==> src/rtl/riscv_soft_axi_lite_master.sv <==
// riscv_soft_axi_lite_master
// Bridges the tile's ready/valid memory request port onto an AXI4-Lite
// master. One transaction at a time. Stores get lane-replicated data and
// byte strobes, and loads get lane extraction with sign/zero extension.
// Misaligned or illegal requests are answered with an error and never
// reach the bus.
module riscv_soft_axi_lite_master #(
  parameter int unsigned ADDR_WIDTH = 32,
  parameter logic [1:0]  MEM_LOAD   = 2'd1,
  parameter logic [1:0]  MEM_STORE  = 2'd2
) (
  input  logic                  clk,
  input  logic                  reset,
  // tile request / response port
  input  logic                  req_valid,
  output logic                  req_ready,
  input  logic [1:0]            req_op,
  input  logic [2:0]            req_op_type,
  input  logic [ADDR_WIDTH-1:0] req_addr,
  input  logic [31:0]           req_data,
  output logic                  resp_valid,
  output logic [31:0]           resp_data,
  output logic                  resp_error,
  // AXI4-Lite write address channel
  output logic [ADDR_WIDTH-1:0] M_AXI_AWADDR,
  output logic [2:0]            M_AXI_AWPROT,
  output logic                  M_AXI_AWVALID,
  input  logic                  M_AXI_AWREADY,
  // AXI4-Lite write data channel
  output logic [31:0]           M_AXI_WDATA,
  output logic [3:0]            M_AXI_WSTRB,
  output logic                  M_AXI_WVALID,
  input  logic                  M_AXI_WREADY,
  // AXI4-Lite write response channel
  input  logic [1:0]            M_AXI_BRESP,
  input  logic                  M_AXI_BVALID,
  output logic                  M_AXI_BREADY,
  // AXI4-Lite read address channel
  output logic [ADDR_WIDTH-1:0] M_AXI_ARADDR,
  output logic [2:0]            M_AXI_ARPROT,
  output logic                  M_AXI_ARVALID,
  input  logic                  M_AXI_ARREADY,
  // AXI4-Lite read data channel
  input  logic [31:0]           M_AXI_RDATA,
  input  logic [1:0]            M_AXI_RRESP,
  input  logic                  M_AXI_RVALID,
  output logic                  M_AXI_RREADY
);

  typedef enum logic [2:0] {
    S_IDLE            = 3'd0,
    S_WRITE_ADDR_DATA = 3'd1,
    S_WRITE_RESP      = 3'd2,
    S_READ_ADDR       = 3'd3,
    S_READ_DATA       = 3'd4,
    S_RESP            = 3'd5
  } state_t;

  // Replicate the right-aligned store data across every lane of its size,
  // so the strobe alone selects which bytes the slave writes.
  function automatic logic [31:0] lane_wdata(input logic [2:0] op_type,
                                             input logic [31:0] data);
    case (op_type)
      3'b000, 3'b100: lane_wdata = {4{data[7:0]}};
      3'b001, 3'b101: lane_wdata = {2{data[15:0]}};
      default:        lane_wdata = data;
    endcase
  endfunction

  // Byte strobe for the addressed lane(s).
  function automatic logic [3:0] lane_wstrb(input logic [2:0] op_type,
                                            input logic [1:0] offset);
    case (op_type)
      3'b000, 3'b100: lane_wstrb = 4'b0001 << offset;
      3'b001, 3'b101: lane_wstrb = 4'b0011 << offset;
      default:        lane_wstrb = 4'b1111;
    endcase
  endfunction

  // Shift the addressed lane down to bit 0 and extend it to 32 bits.
  function automatic logic [31:0] load_extract(input logic [2:0] op_type,
                                               input logic [1:0] offset,
                                               input logic [31:0] rdata);
    logic [31:0] shifted;
    shifted = rdata >> {offset, 3'b000};
    case (op_type)
      3'b000:  load_extract = {{24{shifted[7]}}, shifted[7:0]};
      3'b100:  load_extract = {24'h000000, shifted[7:0]};
      3'b001:  load_extract = {{16{shifted[15]}}, shifted[15:0]};
      3'b101:  load_extract = {16'h0000, shifted[15:0]};
      default: load_extract = shifted;
    endcase
  endfunction

  state_t                  state_q, state_d;
  logic [2:0]              op_type_q, op_type_d;
  logic [1:0]              offset_q, offset_d;
  logic [ADDR_WIDTH-1:0]   addr_q, addr_d;
  logic [31:0]             wdata_q, wdata_d;
  logic [3:0]              wstrb_q, wstrb_d;
  logic                    aw_pend_q, aw_pend_d;
  logic                    w_pend_q, w_pend_d;
  logic                    error_q, error_d;
  logic [31:0]             resp_data_q, resp_data_d;

  logic                    req_op_bad;
  logic                    req_type_bad;
  logic                    req_misaligned;
  logic                    req_bad;
  logic                    req_is_store;

  assign req_op_bad   = (req_op != MEM_LOAD) && (req_op != MEM_STORE);
  assign req_is_store = (req_op == MEM_STORE);
  assign req_bad      = req_op_bad | req_type_bad | req_misaligned;

  // Classify the incoming funct3: legality and natural alignment.
  always_comb begin
    req_type_bad   = 1'b0;
    req_misaligned = 1'b0;
    case (req_op_type)
      3'b000, 3'b100: begin
        req_type_bad   = 1'b0;
        req_misaligned = 1'b0;
      end
      3'b001, 3'b101: begin
        req_type_bad   = 1'b0;
        req_misaligned = req_addr[0];
      end
      3'b010: begin
        req_type_bad   = 1'b0;
        req_misaligned = (req_addr[1:0] != 2'b00);
      end
      default: begin
        req_type_bad   = 1'b1;
        req_misaligned = 1'b0;
      end
    endcase
  end

  // Next-state and datapath update for the single-transaction sequencer.
  always_comb begin
    state_d     = state_q;
    op_type_d   = op_type_q;
    offset_d    = offset_q;
    addr_d      = addr_q;
    wdata_d     = wdata_q;
    wstrb_d     = wstrb_q;
    aw_pend_d   = aw_pend_q;
    w_pend_d    = w_pend_q;
    error_d     = error_q;
    resp_data_d = resp_data_q;

    case (state_q)
      S_IDLE: begin
        if (req_valid) begin
          op_type_d   = req_op_type;
          offset_d    = req_addr[1:0];
          addr_d      = {req_addr[ADDR_WIDTH-1:2], 2'b00};
          wdata_d     = lane_wdata(req_op_type, req_data);
          wstrb_d     = lane_wstrb(req_op_type, req_addr[1:0]);
          resp_data_d = 32'h0000_0000;
          error_d     = req_bad;
          if (req_bad) begin
            // Rejected up front: respond next cycle without touching the bus.
            state_d   = S_RESP;
            aw_pend_d = 1'b0;
            w_pend_d  = 1'b0;
          end else if (req_is_store) begin
            state_d   = S_WRITE_ADDR_DATA;
            aw_pend_d = 1'b1;
            w_pend_d  = 1'b1;
          end else begin
            state_d   = S_READ_ADDR;
            aw_pend_d = 1'b0;
            w_pend_d  = 1'b0;
          end
        end else begin
          state_d = S_IDLE;
        end
      end

      S_WRITE_ADDR_DATA: begin
        // Each channel retires on its own handshake and is never re-raised.
        aw_pend_d = aw_pend_q & ~M_AXI_AWREADY;
        w_pend_d  = w_pend_q & ~M_AXI_WREADY;
        if (!aw_pend_d && !w_pend_d) begin
          state_d = S_WRITE_RESP;
        end else begin
          state_d = S_WRITE_ADDR_DATA;
        end
      end

      S_WRITE_RESP: begin
        if (M_AXI_BVALID) begin
          error_d     = (M_AXI_BRESP != 2'b00);
          resp_data_d = 32'h0000_0000;
          state_d     = S_RESP;
        end else begin
          state_d = S_WRITE_RESP;
        end
      end

      S_READ_ADDR: begin
        if (M_AXI_ARREADY) begin
          state_d = S_READ_DATA;
        end else begin
          state_d = S_READ_ADDR;
        end
      end

      S_READ_DATA: begin
        if (M_AXI_RVALID) begin
          error_d = (M_AXI_RRESP != 2'b00);
          if (M_AXI_RRESP != 2'b00) begin
            // SLVERR/DECERR: never hand partial data back to the tile.
            resp_data_d = 32'h0000_0000;
          end else begin
            resp_data_d = load_extract(op_type_q, offset_q, M_AXI_RDATA);
          end
          state_d = S_RESP;
        end else begin
          state_d = S_READ_DATA;
        end
      end

      S_RESP: begin
        state_d = S_IDLE;
      end

      default: begin
        state_d   = S_IDLE;
        aw_pend_d = 1'b0;
        w_pend_d  = 1'b0;
      end
    endcase
  end

  // State and datapath registers with synchronous reset.
  always_ff @(posedge clk) begin
    if (reset) begin
      state_q     <= S_IDLE;
      op_type_q   <= 3'b000;
      offset_q    <= 2'b00;
      addr_q      <= '0;
      wdata_q     <= 32'h0000_0000;
      wstrb_q     <= 4'b0000;
      aw_pend_q   <= 1'b0;
      w_pend_q    <= 1'b0;
      error_q     <= 1'b0;
      resp_data_q <= 32'h0000_0000;
    end else begin
      state_q     <= state_d;
      op_type_q   <= op_type_d;
      offset_q    <= offset_d;
      addr_q      <= addr_d;
      wdata_q     <= wdata_d;
      wstrb_q     <= wstrb_d;
      aw_pend_q   <= aw_pend_d;
      w_pend_q    <= w_pend_d;
      error_q     <= error_d;
      resp_data_q <= resp_data_d;
    end
  end

  // Every output is a register or a decode of the state register, so no
  // AXI input reaches an output (or a READY) combinationally.
  assign req_ready     = reset | (state_q == S_IDLE);
  assign resp_valid    = (state_q == S_RESP);
  assign resp_error    = (state_q == S_RESP) & error_q;
  assign resp_data     = resp_data_q;

  assign M_AXI_AWADDR  = addr_q;
  assign M_AXI_AWPROT  = 3'b000;
  assign M_AXI_AWVALID = aw_pend_q;
  assign M_AXI_WDATA   = wdata_q;
  assign M_AXI_WSTRB   = wstrb_q;
  assign M_AXI_WVALID  = w_pend_q;
  assign M_AXI_BREADY  = (state_q == S_WRITE_RESP);
  assign M_AXI_ARADDR  = addr_q;
  assign M_AXI_ARPROT  = 3'b000;
  assign M_AXI_ARVALID = (state_q == S_READ_ADDR);
  assign M_AXI_RREADY  = (state_q == S_READ_DATA);

endmodule

==> config.mk <==
export PLATFORM = sky130hd
export DESIGN_NAME = riscv_soft_axi_lite_master
export DESIGN_NICKNAME = d
export VERILOG_FILES = /design/src/rtl/riscv_soft_axi_lite_master.sv
export SDC_FILE = /design/constraint.sdc
export NUM_CORES = 1
export LEC_CHECK = 0
export ABC_AREA = 1
export CAP_MARGIN = 20
export CORE_ASPECT_RATIO = 1.25
export CORE_MARGIN = 5
export CORE_UTILIZATION = 36
export CTS_BUF_LIST = sky130_fd_sc_hd__clkbuf_8
export DETAILED_ROUTE_END_ITERATION = 7
export GPL_TIMING_DRIVEN = 0
export PLACE_DENSITY = 0.72
export REMOVE_ABC_BUFFERS = 1
export SLEW_MARGIN = 20
export SYNTH_ARGS = -nofsm -noshare
export SYNTH_HDL_FRONTEND = slang
export SYNTH_SLANG_ARGS = --single-unit
==> constraint.sdc <==
create_clock -name clk -period 1.9 [get_ports clk]
set_input_delay 0.19 -clock clk [delete_from_list [all_inputs] [get_ports clk]]
set_output_delay 0.19 -clock clk [all_outputs]
set_load 0.01 [all_outputs]
==> impl_results.md <==
- Synth warnings: 0
- Period utilization: 98.5%
- Total wirelength of the detailed-routed design: between 20000 and 25000 um
- CP arrival: 1680 ps
- Overall die area: 17900 um^2
- Total CTS buffers: 9
- Post-detailed-route DRC marker count: 0
- Cell total after placement: around 1200
- Inserted Diodes: 0
- Wire length on met3: between 1500 and 2000 um
- Run status: finished clean
- Worst setup skew after layout: approximately 9.1 ps
- Delay-heaviest family, CP: buffers and inverters
- Tightest slew margin relative to the limit: 56.1%
- Avg Synthesized Cell Area: between 6 and 7 um^2
- Amount of wire on met2 after detailed routing: around 9600 um
- CTS clock-pin slew for the worst setup and hold paths: between 100 and 150 ps
- Design Power: between 7 and 8 mW
- Die width: 121 um
- Slowest cell on the critical path: sky130_fd_sc_hd__clkdlybuf4s50_1
- Most common library cell in the layout ignoring fill and taps: sky130_fd_sc_hd__clkdlybuf4s50_1
- Worst Hold Launch: reset
- Detail-routed net length per standard cell: approximately 17 um
- Category of the most critical setup path: register to output port
- Cell area after synthesis: about 5500 um^2
- Number of antenna violations at the first check in global routing: 1
- Kind of end point of the critical path: output port
- Worst setup slack for register-to-register paths: 130 ps
- Hold depth: 2
- Rows: 50
- Worst R2R Start: state_q[2]
- Post-synthesis register bit count: 109
- Final HPWL DP: between 10000 and 15000 um
- Final standard cell count with taps included and fillers excluded: 1199
- Tmin final: between 1500 and 2000 ps
- DR vias: 6077
- Pre-CTS setup slack: -793 ps
- Ratio of cells with drive above 1 in the final layout: 5.70%
- Core area: between 15000 and 20000 um^2
- Layout Area Growth over Synthesis: 46.6%
- Pin count of the biggest net entering global routing: 54
- Number of max-slew violations in the final report: 0
- Highest fanout seen on the critical path: 5
- RSZ-0062 raised after global routing: true
- Slowest stage delay, CP: 530 ps
- Gr ovfl total: 0
- Final setup vio count: 0
- Die Y-Extent: around 150 um
- Type of the most critical hold path: primary input to register
- Critical path cell sequence: inv_1, nand2_4, nand2_1, clkdlybuf4s50_1
- Critical path buffers and inverters: 2
- Required time at the endpoint of the critical path: between 1500 and 2000 ps
- Main flop type after synthesis: sky130_fd_sc_hd__dfxtp_1
- Max-cap viol count: 0
- Number of library cell types mapped by synthesis: 33
- Highest achievable clock rate: around 0.53 GHz
- Global-route wire length before repair: 31400 um
- Share of the yosys chip area belonging to registers: approximately two fifths
- Worst reg2reg path endpoint: state_q[0]
- CTS tree: built
- CTS H-Tree Depth: 3
- Measured slew at the worst slew-check pin: roughly 660 ps
- Vias/cell: approximately 5.1
- Final setup TNS: 0 ps
- Buffer type at the clock tree root: sky130_fd_sc_hd__clkbuf_8
- Total stage count of the critical path: 4
- Leading cell types in the layout, fill and taps excluded: sky130_fd_sc_hd__clkdlybuf4s50_1, sky130_fd_sc_hd__nand2_1, sky130_fd_sc_hd__nor2_1
- Total GRT Usage: approximately 22%
- Lkg Pwr: 3.25 nW
- Initial DRC count: ~470
- Number of sinks on the clock net: approximately 110
- Clock insertion delay at the later pin of the skew report: just under 400 ps
- Routed length on met1: 8190 um
- Post-route antenna net violation count: 0
- Number of cells on the worst reg-to-reg path: 8
- Top Layer Used: met5
- Nature of the critical path startpoint: register
- Hold Path Sink: state_q[1]
- Peak supply drop: ~0.54 mV
- Number of buffer cells added on primary ports: about 250
- Synthesized netlist cell count: just over 800
- Ys async rst share: 0%
- Length of the first detailed-routing pass in iterations: 5
- Buffer depth of the longest clock path: 2
- I/O pins: about 260
- Number of global-route vias before repair: about 6000
- Hold violation count in the final report: 0
- Layout net count: about 1100
- Least setup slack across all paths after layout: between 20 and 30 ps
- Final GP Congestion: between 0.8 and 0.9
- Number of enable-type register cells in the synthesized netlist: 0
- Effective utilization at floorplan: about 37%
- Power density normalized to cell area: around 1000 nW/um^2
==> final cells by class <==
type | instances | area (um^2)
Sequential cell | 109 | 2200
Multi-Input combinational cell | 574 | 2620
Clock inverter | 6 | 45.0
Fill cell | 1528 | 6910
Tap cell | 182 | 228
Clock buffer | 10 | 138
Timing Repair Buffer | 259 | 2640
Inverter | 59 | 234
==> state kept, by name, summed over array words and instances, names as in the netlist <==
name,flops
M_AXI_WDATA,32
resp_data,32
M_AXI_ARADDR,30
M_AXI_WSTRB,4
op_type_q,3
state_q,3
offset_q,2
M_AXI_AWVALID,1
M_AXI_WVALID,1
error_q,1
==> synthesized netlist by cell type (2+ instances only) <==
cell / number / area share [%]
sky130_fd_sc_hd__dfxtp_1: 109 / 39
sky130_fd_sc_hd__nor2_4: 3 / 0.61
sky130_fd_sc_hd__nor2_2: 2 / 0.23
sky130_fd_sc_hd__inv_2: 6 / 0.41
sky130_fd_sc_hd__buf_4: 43 / 5.8
sky130_fd_sc_hd__o21ai_1: 2 / 0.18
sky130_fd_sc_hd__clkbuf_1: 27 / 1.8
sky130_fd_sc_hd__o31ai_1: 5 / 0.68
sky130_fd_sc_hd__a21oi_1: 82 / 7.4
sky130_fd_sc_hd__nand3_2: 3 / 0.54
sky130_fd_sc_hd__nand3_1: 33 / 3.0
sky130_fd_sc_hd__a31oi_1: 11 / 1.2
sky130_fd_sc_hd__o21ai_0: 94 / 8.5
sky130_fd_sc_hd__nand4_1: 2 / 0.23
sky130_fd_sc_hd__nand2_2: 3 / 0.34
sky130_fd_sc_hd__inv_1: 53 / 3.6
sky130_fd_sc_hd__buf_6: 5 / 1.0
sky130_fd_sc_hd__nor2_1: 120 / 8.2
sky130_fd_sc_hd__nand2_1: 191 / 13
sky130_fd_sc_hd__buf_2: 14 / 1.3
sky130_fd_sc_hd__nor3_1: 3 / 0.27
==> routing by layer <==
| metal | GRT usage [%] | vias up |
|---|---|---|
| li1 | - | 2971 |
| met1 | 27.4 | 2760 |
| met2 | 36.8 | 298 |
| met3 | 6.58 | 46 |
| met4 | 7.88 | 2 |
| met5 | 0 | - |
==> metrics by stage <==
step	util [%]	hold WS [ps]	area [um^2]
after floorplan	-	259	4990
after global placement	51.3	451	7700
after detailed placement	51.9	455	7790
after CTS	53.8	174	8070
after global routing	53.9	208	8100
final	53.9	188	8100
==> power breakdown <==
| part | switching, mW | internal [mW] | total (mW) | leakage, nW |
|---|---|---|---|---|
| Clock | 0.873 | 0.524 | 1.40 | 0.0960 |
| Combinational | 1.94 | 1.59 | 3.53 | 2.26 |
| Sequential | 0.335 | 2.67 | 3.01 | 0.897 |
| Total | 3.14 | 4.79 | 7.93 | 3.25 |
==> worst max-delay path by stage <==
stage	end	slack, ps	from
floorplan	state_q[0]	-1290	state_q[1]
global placement	state_q[0]	-3160	req_valid
detailed placement	resp_data[23]	-790	offset_q[1]
CTS	M_AXI_ARVALID	30	state_q[1]
global route	req_ready	-30	state_q[2]
finish	req_ready	30	state_q[2]
==> timing repair <==
item / CTS / global route
gates cloned: 1 / 0
endpoints found under the setup margin: 110 / 44
resized for setup: 19 / 7
hold buffers: 0 / 0
setup buffers: 6 / 1
pin swaps: 2 / 1
==> cell families (layout without fill, tap and decap cells) <==
kind of cell,count (synthesis),after routing,share of synthesized area (%)
and+or+nand+nor,365,366,27.5
adders and majority gates,1,1,0.226
AOI/OAI and AO/OA,197,197,18.4
other,1,10,0.0679
buffers and inverters,150,334,14.3
DFF,109,109,39.5
(Power assumes the default switching activity.)
